===== src/rtl/turfio_command_decoder.sv =====
// turfio_command_decoder
//   Decodes 32-bit TURFIO CIN command words (aclk domain) into trigger
//   requests, run-control pulses with a STOPPED/RUNNING state machine,
//   sync pulses and 4-byte framed control messages. It also keeps
//   saturating error and drop counters.
//
// Ports
//   aclk_i                command clock
//   rst_i                 asynchronous active-high reset
//   cin_locked_i          parallelizer lock; words are accepted only while high
//   command_i             command word
//   command_valid_i       command word strobe
//   cnt_rst_i             synchronous clear of all counters
//   trig_o / trig_time_o  trigger pulse / trigger time (held)
//   sync_o                sync pulse
//   run_rst_o, run_start_o, run_stop_o  run-control pulses
//   running_o             1 = RUNNING
//   msg_o / msg_valid_o   assembled message (held) / completion pulse
//   framing_err_count_o, reserved_err_count_o, dropped_trig_count_o  counters
module turfio_command_decoder #(
  parameter int unsigned COUNT_WIDTH       = 16,
  parameter logic        TRIG_WHEN_STOPPED = 1'b0
) (
  input  logic                   aclk_i,
  input  logic                   rst_i,
  input  logic                   cin_locked_i,
  input  logic [31:0]            command_i,
  input  logic                   command_valid_i,
  input  logic                   cnt_rst_i,
  output logic                   trig_o,
  output logic [14:0]            trig_time_o,
  output logic                   sync_o,
  output logic                   run_rst_o,
  output logic                   run_start_o,
  output logic                   run_stop_o,
  output logic                   running_o,
  output logic [31:0]            msg_o,
  output logic                   msg_valid_o,
  output logic [COUNT_WIDTH-1:0] framing_err_count_o,
  output logic [COUNT_WIDTH-1:0] reserved_err_count_o,
  output logic [COUNT_WIDTH-1:0] dropped_trig_count_o
);

  localparam int unsigned TIME_W = 15;
  localparam int unsigned BYTE_W = 8;
  localparam int unsigned PART_W = 24;

  typedef enum logic {
    STOPPED = 1'b0,
    RUNNING = 1'b1
  } run_state_t;

  typedef enum logic [1:0] {
    M_IDLE = 2'd0,
    M_B1   = 2'd1,
    M_B2   = 2'd2,
    M_B3   = 2'd3
  } msg_state_t;

  run_state_t              run_state, run_next;
  msg_state_t              msg_state, msg_next;
  logic [PART_W-1:0]       part_q, part_next;

  logic                    trig_d, sync_d, run_rst_d, run_start_d, run_stop_d, msg_valid_d;
  logic [TIME_W-1:0]       trig_time_d;
  logic [31:0]             msg_d;
  logic                    fe_inc, re_inc, dt_inc;
  logic [COUNT_WIDTH-1:0]  fe_d, re_d, dt_d;

  logic                    accept;
  logic [BYTE_W-1:0]       cmd_byte;

  assign accept    = command_valid_i & cin_locked_i;
  assign cmd_byte  = command_i[23:16];
  assign running_o = (run_state == RUNNING);

  // Saturating increment with clear taking priority.
  function automatic logic [COUNT_WIDTH-1:0] sat_inc(input logic [COUNT_WIDTH-1:0] v,
                                                     input logic inc, input logic clr);
    if (clr)
      return '0;
    else if (inc && (v != '1))
      return v + COUNT_WIDTH'(1);
    else
      return v;
  endfunction

  // Next-state and registered-output decode.
  always_comb begin
    run_next    = run_state;
    msg_next    = msg_state;
    part_next   = part_q;
    trig_d      = 1'b0;
    trig_time_d = trig_time_o;
    sync_d      = 1'b0;
    run_rst_d   = 1'b0;
    run_start_d = 1'b0;
    run_stop_d  = 1'b0;
    msg_d       = msg_o;
    msg_valid_d = 1'b0;
    fe_inc      = 1'b0;
    re_inc      = 1'b0;
    dt_inc      = 1'b0;

    if (accept) begin
      re_inc = |command_i[31:29];
      sync_d = command_i[28];

      // Trigger gating uses the run state before this word's run command.
      if (command_i[15]) begin
        if ((run_state == RUNNING) || TRIG_WHEN_STOPPED) begin
          trig_d      = 1'b1;
          trig_time_d = command_i[14:0];
        end else begin
          dt_inc = 1'b1;
        end
      end

      unique case (command_i[27:26])
        2'b01: begin
          run_rst_d = 1'b1;
          run_next  = STOPPED;
        end
        2'b10: begin
          if (run_state == STOPPED) begin
            run_start_d = 1'b1;
            run_next    = RUNNING;
          end
        end
        2'b11: begin
          if (run_state == RUNNING) begin
            run_stop_d = 1'b1;
            run_next   = STOPPED;
          end
        end
        default: ;
      endcase

      if (command_i[24]) begin
        if (command_i[25]) begin
          // SOM always restarts the message; it is an error unless idle.
          fe_inc             = (msg_state != M_IDLE);
          part_next[23:16]   = cmd_byte;
          msg_next           = M_B1;
        end else begin
          unique case (msg_state)
            M_IDLE: fe_inc = 1'b1;
            M_B1: begin
              part_next[15:8] = cmd_byte;
              msg_next        = M_B2;
            end
            M_B2: begin
              part_next[7:0] = cmd_byte;
              msg_next       = M_B3;
            end
            M_B3: begin
              msg_d       = {part_q, cmd_byte};
              msg_valid_d = 1'b1;
              msg_next    = M_IDLE;
            end
            default: msg_next = M_IDLE;
          endcase
        end
      end
    end else if (!cin_locked_i) begin
      // Losing lock silently abandons any partial message.
      msg_next = M_IDLE;
    end

    fe_d = sat_inc(framing_err_count_o, fe_inc, cnt_rst_i);
    re_d = sat_inc(reserved_err_count_o, re_inc, cnt_rst_i);
    dt_d = sat_inc(dropped_trig_count_o, dt_inc, cnt_rst_i);
  end

  // State and output registers.
  always_ff @(posedge aclk_i or posedge rst_i) begin
    if (rst_i) begin
      run_state            <= STOPPED;
      msg_state            <= M_IDLE;
      part_q               <= '0;
      trig_o               <= 1'b0;
      trig_time_o          <= '0;
      sync_o               <= 1'b0;
      run_rst_o            <= 1'b0;
      run_start_o          <= 1'b0;
      run_stop_o           <= 1'b0;
      msg_o                <= '0;
      msg_valid_o          <= 1'b0;
      framing_err_count_o  <= '0;
      reserved_err_count_o <= '0;
      dropped_trig_count_o <= '0;
    end else begin
      run_state            <= run_next;
      msg_state            <= msg_next;
      part_q               <= part_next;
      trig_o               <= trig_d;
      trig_time_o          <= trig_time_d;
      sync_o               <= sync_d;
      run_rst_o            <= run_rst_d;
      run_start_o          <= run_start_d;
      run_stop_o           <= run_stop_d;
      msg_o                <= msg_d;
      msg_valid_o          <= msg_valid_d;
      framing_err_count_o  <= fe_d;
      reserved_err_count_o <= re_d;
      dropped_trig_count_o <= dt_d;
    end
  end

endmodule

===== config.mk =====
export PLATFORM = sky130hd
export DESIGN_NAME = turfio_command_decoder
export DESIGN_NICKNAME = d
export VERILOG_FILES = /design/src/rtl/turfio_command_decoder.sv
export SDC_FILE = /design/constraint.sdc
export NUM_CORES = 1
export LEC_CHECK = 0
export BUFFER_PORTS_ARGS = -buffer_cell sky130_fd_sc_hd__buf_2
export CORE_UTILIZATION = 40
export DETAILED_ROUTE_END_ITERATION = 16
export GPL_TIMING_DRIVEN = 1
export MAX_ROUTING_LAYER = met4
export PLACE_DENSITY = 0.62
export SLEW_MARGIN = 20
export SYNTH_ARGS = -nofsm -noshare
export SYNTH_HDL_FRONTEND = slang
export SYNTH_SLANG_ARGS = --single-unit

===== constraint.sdc =====
create_clock -name aclk_i -period 8.8 [get_ports aclk_i]
set_input_delay 0 -clock aclk_i [delete_from_list [all_inputs] [get_ports aclk_i]]
set_output_delay 0 -clock aclk_i [all_outputs]
set_load 0.1 [all_outputs]

Yosys cells after proc, flatten, opt, wreduce, memory -nomap -nowiden
Index checks and enable logic that the tools add are counted.
Operators by class
  add/subtract/negate cells: 3
  equality and inequality tests: 12
  multiplexer cells: 34
  bitwise gates (word level): 2
  reductions and logical operators: 18
Operator list (count)
  16-bit 2-to-1 mux: 6
  16-bit by 1-bit adder with 16-bit output (second input constant): 3
  16-bit inequality test (second input constant): 3
  1-bit 2-to-1 mux: 22
  4-bit AND reduction: 3
  2-bit nonzero test: 5
  3-bit AND reduction: 3
  2-bit == test (second input constant): 4
  2-bit 2-to-1 mux: 4
  2-bit case mux with 3 select lines: 1
  5-bit by 2-bit inequality test with 1-bit output (second input constant): 1
  2-bit by 1-bit == test with 1-bit output (second input constant): 2
  1-bit logical AND: 3
  3-bit OR reduction: 1
  2-bit zero test: 1
  2-bit by 1-bit inequality test with 1-bit output (second input constant): 1
  2-bit inequality test (second input constant): 1
  1-bit case mux with 2 select lines: 1
  2-bit AND reduction: 1
  2-bit OR reduction: 1
  1-bit bitwise AND: 1
  1-bit inverter: 1
Word-level totals
  register bits: 128
  input port bits: 37

Longest topological paths before layout
Gate-level depths: netlist of the first run.
  depth after elaboration: 8
  mapped depth: 7
  depth with buffers taken out: 5

Least setup slack after synthesis of the first run
OpenSTA, ideal clock, no wires.
  path kind: register to register
  start point: reg reserved_err_count_o[2]
  end point: reg reserved_err_count_o[13]
  setup time: 0.128 ns
  data arrival time: 2.645 ns
  data required time: 8.672 ns
  slack: 6.028 ns
  cell stages (with the launch flop): 6
  cell sequence: dfrtp_1 -> nand3_1 -> or4_1 -> buf_2 -> nor4_1 -> mux2_1
Between the ends
  word-level cells in the longest chain between the ends: 3
  elaborated cells between the ends (all ways): 6
RTL lines
  start, declared: RTL line 40  | output logic [COUNT_WIDTH-1:0] reserved_err_count_o,
  start signal, assigned: RTL line 205  | reserved_err_count_o <= re_d;
  16-bit by 1-bit adder with 16-bit output or 16-bit inequality test (tied branches): RTL line 83, 82
  16-bit 2-to-1 mux or 1-bit logical AND (tied branches): RTL line 82  | else if (inc && (v != '1))
  16-bit 2-to-1 mux or 2-bit nonzero test (tied branches)
Parallel ways exist; a longest one is shown, timed or not. The select of a mux whose other input is x is not followed.
A chain may end at the register's enable or synchronous reset.

Final worst setup path of the first run
  start point: reg dropped_trig_count_o[0]
  end point: reg dropped_trig_count_o[0]
Between the ends
  word-level cells in the longest chain between the ends: 3
  elaborated cells between the ends (all ways): 6
RTL lines
  start, declared: RTL line 41  | output logic [COUNT_WIDTH-1:0] dropped_trig_count_o
  start signal, assigned: RTL line 206  | dropped_trig_count_o <= dt_d;
  16-bit by 1-bit adder with 16-bit output or 16-bit inequality test (tied branches): RTL line 83, 82
  16-bit 2-to-1 mux or 1-bit logical AND (tied branches): RTL line 82
  16-bit 2-to-1 mux or 2-bit nonzero test (tied branches)
Parallel ways exist; a longest one is shown, timed or not. The select of a mux whose other input is x is not followed.

==> impl_metrics.toml, run 1 <==
[worst_setup_path]
logic_depth_of_the_worst_register_to_register_path = 5
largest_driver_fanout_on_the_critical_path = 10
regToRegSetupSlack_ps = 6450
critical_path.endpoint_type = "register"
worstPathArrival_ps = 2650
critical_path.reg2reg.endpoint = "dropped_trig_count_o[0]"
timing_worst_setup_path_type = "register to register"
worstReg2RegStart = "dropped_trig_count_o[0]"
timing.critical_path.from = "dropped_trig_count_o[0]"
timing.critical_path.from_type = "register"
crit_required_ps = 9100

[finish]
final_layout_size_suffix_gt1_share_pct = 34.9
area_growth_syn_to_layout_pct = 31.8
antenna_cells = 0
area.sequential_um2 = 3200
finalCoreUtilization_pct = 54.3
finalNetCount = 732
filler_cell_count = 1229
multi_input_area_um2 = 2460

[floorplan]
floorplan.initialDensity_pct = 41.2
core-area_um2 = 14000
die_height_um = 122
die-area_um2 = 14900
placementRows = 43
die_width_um = 122
top_level_ports = 139

[sta]
totalNegativeSetupSlack_ps = 0
finalHoldWorstSlack_ps = 39.9
setup_viol_count_final = 0
max-slew-margin-rel_pct = 42.8
achievable-frequency_mhz = 426
worst-slew-pin-transition_ps = 858
final-hold-violation-count = 0
skew_ps = 6.60
report.final.slew_viol_count = 0
post-route-period-util_pct = 26.7
unrepaired_setup_endpoints_after_global_routing = "false"
post-route-min-period_ps = 2350

[detailed_routing]
detail_route.iter0.violations = 285
drt_first_pass_iters = 4
final_antenna_net_count = 0
via_count = 4822
viasPerCell = 5.45
wire_per_inst_um = 15.7
route.final.wire_length_um = 13900
drc = 0

[yosys]
postSynthNetCount = 557
post_synth_inst_count = 517
asyncSetResetFlopFracSynth_pct = 100
avgSynthCellArea_um2 = 11.2
yosysUniqueCellTypes = 40
synth_top_area_cell = "dfrtp_1"
synth_seq_area_share_pct = 55.6
synth_top_area_share_pct = 55.6
synth-seq-cells = 128
mappedNetlistArea_um2 = 5770
synth.top_cells.by_area = "dfrtp_1 56%, mux2_2 13%, nand2_1 4.3%"
synthesis.yosys.warnings = 0
synth_enable_flop_cells = 0
postSynth.topFlopCell = "dfrtp_1"

[hold_path]
worst_hold_end = "framing_err_count_o[13]"
cell_depth_of_the_worst_min_delay_path = 2
hold_path_class = "input port to register"
timing.hold.worst.start = "cnt_rst_i"

[grt]
globalRoute.totalOverflow = 0
grt_start_max_net_pins = 70
grt_util_all_layers_pct = 20.1
grt_antenna_before_repair = 0
vias_in_the_first_global_route = 4658
grt_pass1_wl_um = 22700

[run_status]
outcome = "complete, no violations"

[clock_network]
tritoncts_num_sinks = 128
tritoncts = "done"
ctsRootBufferMaster = "clkbuf_16"
tritoncts.num_buffers = 17
cts.htree.levels = 4
post_cts.repair.setup_buffers = 0
clk_path_buf_depth = 2
clkLatencyLatePin_ps = 410
clk_pin_slew_worst_paths_ps = 60

[placed_design]
place.port_buffers = 138
place_congestion = 0.815
post_detailed_placement_half_perimeter_wirelength_um = 8980

[pwr]
total_leakage_power_nw = 3.71
irDropWorstVdd_v = 0.000115
power.density_nw_per_um2 = 217
power_mw = 1.65

[job]
max-cap-violations = 0
layout make-up:
class                           instances  area share (%)
Sequential cell                       128            42.1
Tap cell                              180            2.96
Inverter                                7           0.379
Clock inverter                         14            2.21
Multi-Input combinational cell        361            32.3
Timing Repair Buffer                  177            14.2
Clock buffer                           18            5.78
what timing repair did:
| action | 4_1_cts | 5_1_grt |
|---|---|---|
| resized for setup | 0 | 0 |
| hold buffers | 33 | 0 |
| hold endpoints to repair | 113 | 0 |
cells by family after synthesis:
| logic type | share of synthesized area [%] |
|---|---|
| fa+ha+maj | 0.651 |
| flops | 55.6 |
| buf+inv | 1.93 |
| simple gates | 19.3 |
| mux | 13.3 |
| compound gates | 9.33 |
stage by stage:
step                      setup WS, ps  instance area (µm²)  cells
final                             6450                 7600    885
after global placement            6630                 6640    819
after global routing              6240                 7600    885
after detailed placement          6480                 6640    819
after floorplan                   5390                 5770    517
after CTS                         6460                 7580    884
cell usage after synthesis (all sizes together) (5+ instances only):
cell type  count
nor4           9
nand3         17
nand4         17
mux2          67
o31ai         25
inv            7
or3            8
nor2          14
nor3          10
nand2         66
dfrtp        128
or4           27
o21ai         12
clkbuf        16
a21oi         38
nor2b         12
and3           9
buf            5
how the worst max path moves through the flow:
stage                         endpoint  slack (ps)
2_1_floorplan  dropped_trig_count_o[0]        5390
3_3_place_gp   dropped_trig_count_o[3]        6630
3_5_place_dp   dropped_trig_count_o[0]        6480
4_1_cts        dropped_trig_count_o[0]        6460
5_1_grt        dropped_trig_count_o[0]        6240
6_report       dropped_trig_count_o[0]        6450
power by group:
part / internal, mW / switching (mW)
clock: 0.435 / 0.283
sequential: 0.628 / 0.0209
combinational: 0.0566 / 0.229
total: 1.12 / 0.533
layer usage:
metal	track usage, %	share of wire [%]	vias to the layer above	wire length (µm)
met5	-	0	-	0
met4	7.01	1.6	0	224
met3	4.96	4.4	24	617
met2	31.6	48	127	6700
met1	25.4	46	2399	6340
li1	-	-	2272	-
placed cells by master, fill, tap and decap left out, types with 2 or more instances in the layout:
master         count
a21oi_1           38
and4_1             4
nor3_1             8
and2_1             2
clkinvlp_4         2
nor4_1             7
ha_1               3
mux2_2            65
and3_1             9
o21a_1             3
inv_1              6
bufinv_16          2
nor2_1            14
nand2_1           66
nor4_2             2
o2111ai_1          3
dlygate4sd3_1     33
o21ai_0           11
o31ai_1           25
dfrtp_1          128
buf_4              5
buf_2            138
clkbuf_16         17
nand3_1           17
inv_6              7
nor2b_1           12
inv_8              2
or4_1             27
nand2b_1           3
or3_1              8
nand4_1           17
mux2_1             2
flip-flops by register name, indices dropped and copies added (netlist names):
register and cells:
msg_valid_o 1, framing_err_count_o 16, sync_o 1, msg_o 32
running_o 1, msg_state 2, trig_time_o 15, run_stop_o 1
run_start_o 1, part_q 24, reserved_err_count_o 16, trig_o 1
run_rst_o 1, dropped_trig_count_o 16
worst max-delay path: stages, from the launching register on:
cell and delay (ps):
dfrtp_1 460, ha_1 260, nand4_1 130, nor4_2 700, a21boi_0 330, mux2_2 350
No activity file was read; power rests on OpenSTA's default activity.
==> inputs of run 2 (changes only) <==
clock period = 2.4 ns   (was 8.8 ns; I/O delays follow)
==> run 2 against run 1 <==
  * Sequential power increased to 3.7 times the previous value
  * Power increased to 3.6 times the previous value
  * Final cell count increased by 0.34%
  * Clock skew increased by 2.8 ps
  * Wire length increased by 0.87%
==> impl_metrics.toml, run 2 (synthesis gave the netlist of run 1 again) <==
[run_status]
outcome = "complete, no violations"

[pwr]
power.density_nw_per_um2 = 769
p_clk_share_pct = 41.7
power_mw = 5.88
switchingPower_mw = 1.90
irDropWorstVdd_v = 0.000421
gate_power_share_pct = 17.8
part_of_the_power_in_registers_pct = 40.5
power_switching_share_pct = 32.3
total_leakage_power_nw = 3.67
power_report.internal_total_mw = 3.98

[grt]
vias_in_the_first_global_route = 4599
grt_util_all_layers_pct = 20.0
grt_start_max_net_pins = 129
grt_antenna_before_repair = 0
grt_pass1_wl_um = 22600
globalRoute.totalOverflow = 0

[floorplan]
placementRows = 43
floorplan.initialDensity_pct = 41.2
die_width_um = 122
top_level_ports = 139
die-area_um2 = 14900
core-area_um2 = 14000
die_height_um = 122

[worst_setup_path]
crit_required_ps = 2690
timing.critical_path.slowest_stage_cell = "or4_1"
timing.critical_path.from_type = "register"
path_delay_family = "simple AND/OR/NAND/NOR gates"
timing.critical_path.from = "reserved_err_count_o[2]"
critical_path.endpoint_type = "register"
worstPathArrival_ps = 2360
critPathBufInv = 0
cp_num_cells = 4
cells_traversed_along_the_worst_timing_path = "nand3_2 > or4_1 > nor4_1 > mux2_1"
cpPeakStageDelay_ps = 670
largest_driver_fanout_on_the_critical_path = 8
timing_worst_setup_path_type = "register to register"
regToRegSetupSlack_ps = 330
end_point_of_the_critical_path = "reserved_err_count_o[15]"
critical_path.reg2reg.endpoint = "reserved_err_count_o[15]"
worstReg2RegStart = "reserved_err_count_o[2]"
logic_depth_of_the_worst_register_to_register_path = 4

[detailed_routing]
drt_first_pass_iters = 4
detail_route.iter0.violations = 238
viasPerCell = 5.42
drc = 0
wire_per_inst_um = 15.8
final_antenna_net_count = 0
via_count = 4812
route.final.wire_length_um = 14000

[finish]
layout_common_cells = "138 x buf_2, 96 x dfrtp_1, 66 x nand2_1"
most_common_cell_after_layout_fill_and_taps_aside = "buf_2"
finalNetCount = 735
final_layout_size_suffix_gt1_share_pct = 39.8
top_register = "msg_o"
finalCoreUtilization_pct = 54.6
largest_reg_flops = 32
antenna_cells = 0
area_growth_syn_to_layout_pct = 32.5
layoutNonFillerInstCount = 888
largest_registers = "msg_o: 32 flops, part_q: 24 flops"
postLayoutCellArea_um2 = 7640

[sta]
finalHoldWorstSlack_ps = 23.3
final-hold-violation-count = 0
totalNegativeSetupSlack_ps = 0
report.final.slew_viol_count = 0
max-slew-margin-rel_pct = 43.3
post-route-min-period_ps = 2070
post-route-period-util_pct = 86.4
skew_ps = 9.43
setup_viol_count_final = 0
worst-slew-pin-transition_ps = 850
fin_ws_ps = 327
achievable-frequency_mhz = 482
unrepaired_setup_endpoints_after_global_routing = "false"

[placed_design]
place_inst = 824
place_congestion = 0.835
post_detailed_placement_half_perimeter_wirelength_um = 9200
place.port_buffers = 138
dpl_worst_slack_ps = 335
dpl_cell_area_um2 = 6750

[clock_network]
cts.htree.levels = 4
tritoncts.num_buffers = 17
clk_pin_slew_worst_paths_ps = 60
ctsRootBufferMaster = "clkbuf_16"
tritoncts_num_sinks = 128
tritoncts = "done"
clk_path_buf_depth = 2
post_cts.repair.setup_buffers = 0
clkLatencyLatePin_ps = 410

[hold_path]
hold_path_class = "input port to register"
timing.hold.worst.start = "command_valid_i"

[job]
max-cap-violations = 0
## run 2: changes by cell type in the layout (fill, tap and decap cells not counted), moves of 2 or more
cell      delta
inv_8        -2
inv_6        -3
dfrtp_1     -32
dfrtp_2     +32
buf_4        +4
clkinv_4     +4
## run 2: power by group through the flow
stage                     sequential (mW)  combinational [mW]  clock [mW]
final                                2.38                1.04        2.45
after global routing                 2.40                1.09        2.61
after CTS                            2.38                1.05        2.51
after detailed placement             2.42                1.01           0
after global placement               2.41               0.996           0
after floorplan                      3.02               0.199           0
## run 2: what timing repair did
item                                   in CTS  in global routing
hold buffers                               32                  0
resized for setup                           0                  0
endpoints found under the hold margin     182                  0
## run 2: worst min-delay path by stage
stage	end	slack (ps)	depth (start not counted)
after floorplan	run_rst_o	70	1
after global placement	trig_time_o[8]	190	3
after detailed placement	run_rst_o	190	2
after CTS	running_o	3	3
after global routing	running_o	40	3
final	running_o	20	3
## run 2: final cells by class
| class | count | area [µm²] |
|---|---|---|
| Inverter | 7 | 30.0 |
| Timing Repair Buffer | 180 | 1100 |
| Tap cell | 180 | 225 |
| Clock inverter | 13 | 129 |
| Multi-Input combinational cell | 361 | 2470 |
| Fill cell | 1214 | 6350 |
| Sequential cell | 128 | 3240 |
| Clock buffer | 19 | 443 |
## run 2: worst min-delay path: stages
cell and delay [ps]:
buf_2 170, nand3_1 110, o21a_1 110
## run 2: layer usage
layer  share of wire, %  vias up  track usage, %
met5                  0        -               -
met4               0.97        0            6.86
met3                4.6       16            5.38
met2                 49      134            31.1
met1                 46     2373            25.1
li1                   -     2289               -
==> inputs of run 3 (changes only) <==
SETUP_SLACK_MARGIN = 0.4   (was default)
==> run 3 against run 2 <==
  * Maximum frequency is 9.4% higher
  * Sequential power hardly changed
  * Non-clock buffer count grew 2
  * Final cell count rose by 0.11%
  * Highest routed layer unchanged
  * Cell area grew 1.9%
  * Die area is the same
  * Largest cell class unchanged
==> impl_metrics.toml, run 3 (synthesis gave the netlist of run 1 again) <==
[run_status]
outcome = "complete, no violations"

[finish]
layoutNonFillerInstCount = 889
area_growth_syn_to_layout_pct = 35.0
finalNetCount = 737
antenna_cells = 0
largest_registers = "msg_o: 32 flops, part_q: 24 flops"
final_layout_size_suffix_gt1_share_pct = 44.1
largest_reg_flops = 32
filler_cell_count = 1212
most_common_cell_after_layout_fill_and_taps_aside = "buf_2"
layout_common_cells = "137 x buf_2, 79 x dfrtp_1, 66 x nand2_1"
top_register = "msg_o"

[clock_network]
clkLatencyLatePin_ps = 410
tritoncts_num_sinks = 128
tritoncts.num_buffers = 17
clk_path_buf_depth = 2
cts.htree.levels = 4
tritoncts = "done"
clk_pin_slew_worst_paths_ps = 60
ctsRootBufferMaster = "clkbuf_16"

[detailed_routing]
met2_layer_wire_length_in_the_routed_design_um = 7080
met3RoutedLength_um = 658
drc = 0
final_antenna_net_count = 0
route.final.wire_length_um = 14200
detail_route.iter0.violations = 239
drt_first_pass_iters = 4
top_routing_layer_used = "met4"
viasPerCell = 5.46
via_count = 4850
wirelength_met1_um = 6170
wire_per_inst_um = 16.0

[worst_setup_path]
crit_required_ps = 2690
worstPathArrival_ps = 2190
timing.critical_path.from_type = "register"
timing_worst_setup_path_type = "register to register"
largest_driver_fanout_on_the_critical_path = 6
critical_path.endpoint_type = "register"

[job]
max-cap-violations = 0

[floorplan]
floorplan.initialDensity_pct = 41.2
core-area_um2 = 14000
die-area_um2 = 14900
die_height_um = 122
top_level_ports = 139
die_width_um = 122
placementRows = 43

[sta]
post-route-min-period_ps = 1900
post-route-period-util_pct = 79.0
setup_viol_count_final = 0
worst-slew-pin-transition_ps = 753
final-hold-violation-count = 0
totalNegativeSetupSlack_ps = 0
finalHoldWorstSlack_ps = 48.9
achievable-frequency_mhz = 528
unrepaired_setup_endpoints_after_global_routing = "false"
report.final.slew_viol_count = 0
skew_ps = 7.96
max-slew-margin-rel_pct = 49.4

[placed_design]
place_inst = 824
post_detailed_placement_half_perimeter_wirelength_um = 9520
place_congestion = 0.796
place.port_buffers = 138

[pwr]
total_leakage_power_nw = 3.63
irDropWorstVdd_v = 0.000395
power.density_nw_per_um2 = 736

[grt]
grt_util_all_layers_pct = 20.8
globalRoute.totalOverflow = 0
grt_start_max_net_pins = 69
vias_in_the_first_global_route = 4801
grt_antenna_before_repair = 0
grt_pass1_wl_um = 23400

[hold_path]
hold_path_class = "input port to register"
[run 3: area by class of cell]
type | instances | area [µm²] | share of cell area [%]
timing repair buffer | 182 | 1150 | 14.7
clock buffer | 19 | 443 | 5.69
inverter | 7 | 30.0 | 0.386
tap | 180 | 225 | 2.89
sequential | 128 | 3260 | 41.9
multi-input combinational | 361 | 2580 | 33.2
clock inverter | 12 | 91.3 | 1.17
[run 3: path summary, 6_finish.rpt]
check / cells past startpoint / slack, ps / end / startpoint
max in group asynchronous: 4 / 1800 / framing_err_count_o[7] / rst_i
hold / removal: 3 / 50 / framing_err_count_o[1] / cnt_rst_i
setup reg to reg: 5 / 500 / reserved_err_count_o[14] / reserved_err_count_o[1]
min in group asynchronous: 4 / 290 / trig_time_o[10] / rst_i
hold reg to reg: 2 / 470 / trig_time_o[5] / trig_time_o[5]
setup / recovery: 5 / 500 / reserved_err_count_o[14] / reserved_err_count_o[1]
[run 3: layer usage]
layer | GRT usage, % | vias up
met4 | 8.69 | 0
met2 | 32.9 | 123
met5 | - | -
met1 | 25.6 | 2406
met3 | 4.92 | 22
li1 | - | 2299
[run 3: where the power goes]
part | internal [mW] | leakage (nW) | switching, mW
logic | 0.218 | 1.73 | 0.841
clock network | 1.34 | 0.247 | 0.948
registers | 2.30 | 1.66 | 0.0783
total | 3.86 | 3.63 | 1.87
[run 3: critical path: stages (launching register included)]
cell     delay, ps
dfrtp_2        420
ha_4           170
nand2_1        140
or4_1          510
nor4_2         170
mux2_2         360
[run 3: what timing repair did]
item | 4_1_cts | 5_1_grt
buffers inserted | 0 | 1
endpoints found under the setup margin | 1 | 27
pin swaps | 0 | 1
hold buffers | 33 | 0
endpoints found under the hold margin | 182 | 0
gates resized for setup | 0 | 6
[run 3: per-stage QoR]
step | area (µm²) | setup WS (ps) | util, % | power, mW
after floorplan | 5960 | 187 | - | 3.22
after global placement | 6880 | 471 | 49.2 | 3.41
after detailed placement | 6880 | 378 | 49.2 | 3.44
after CTS | 7750 | 392 | 55.4 | 5.80
after global routing | 7780 | 415 | 55.6 | 5.95
final | 7780 | 505 | 55.6 | 5.73
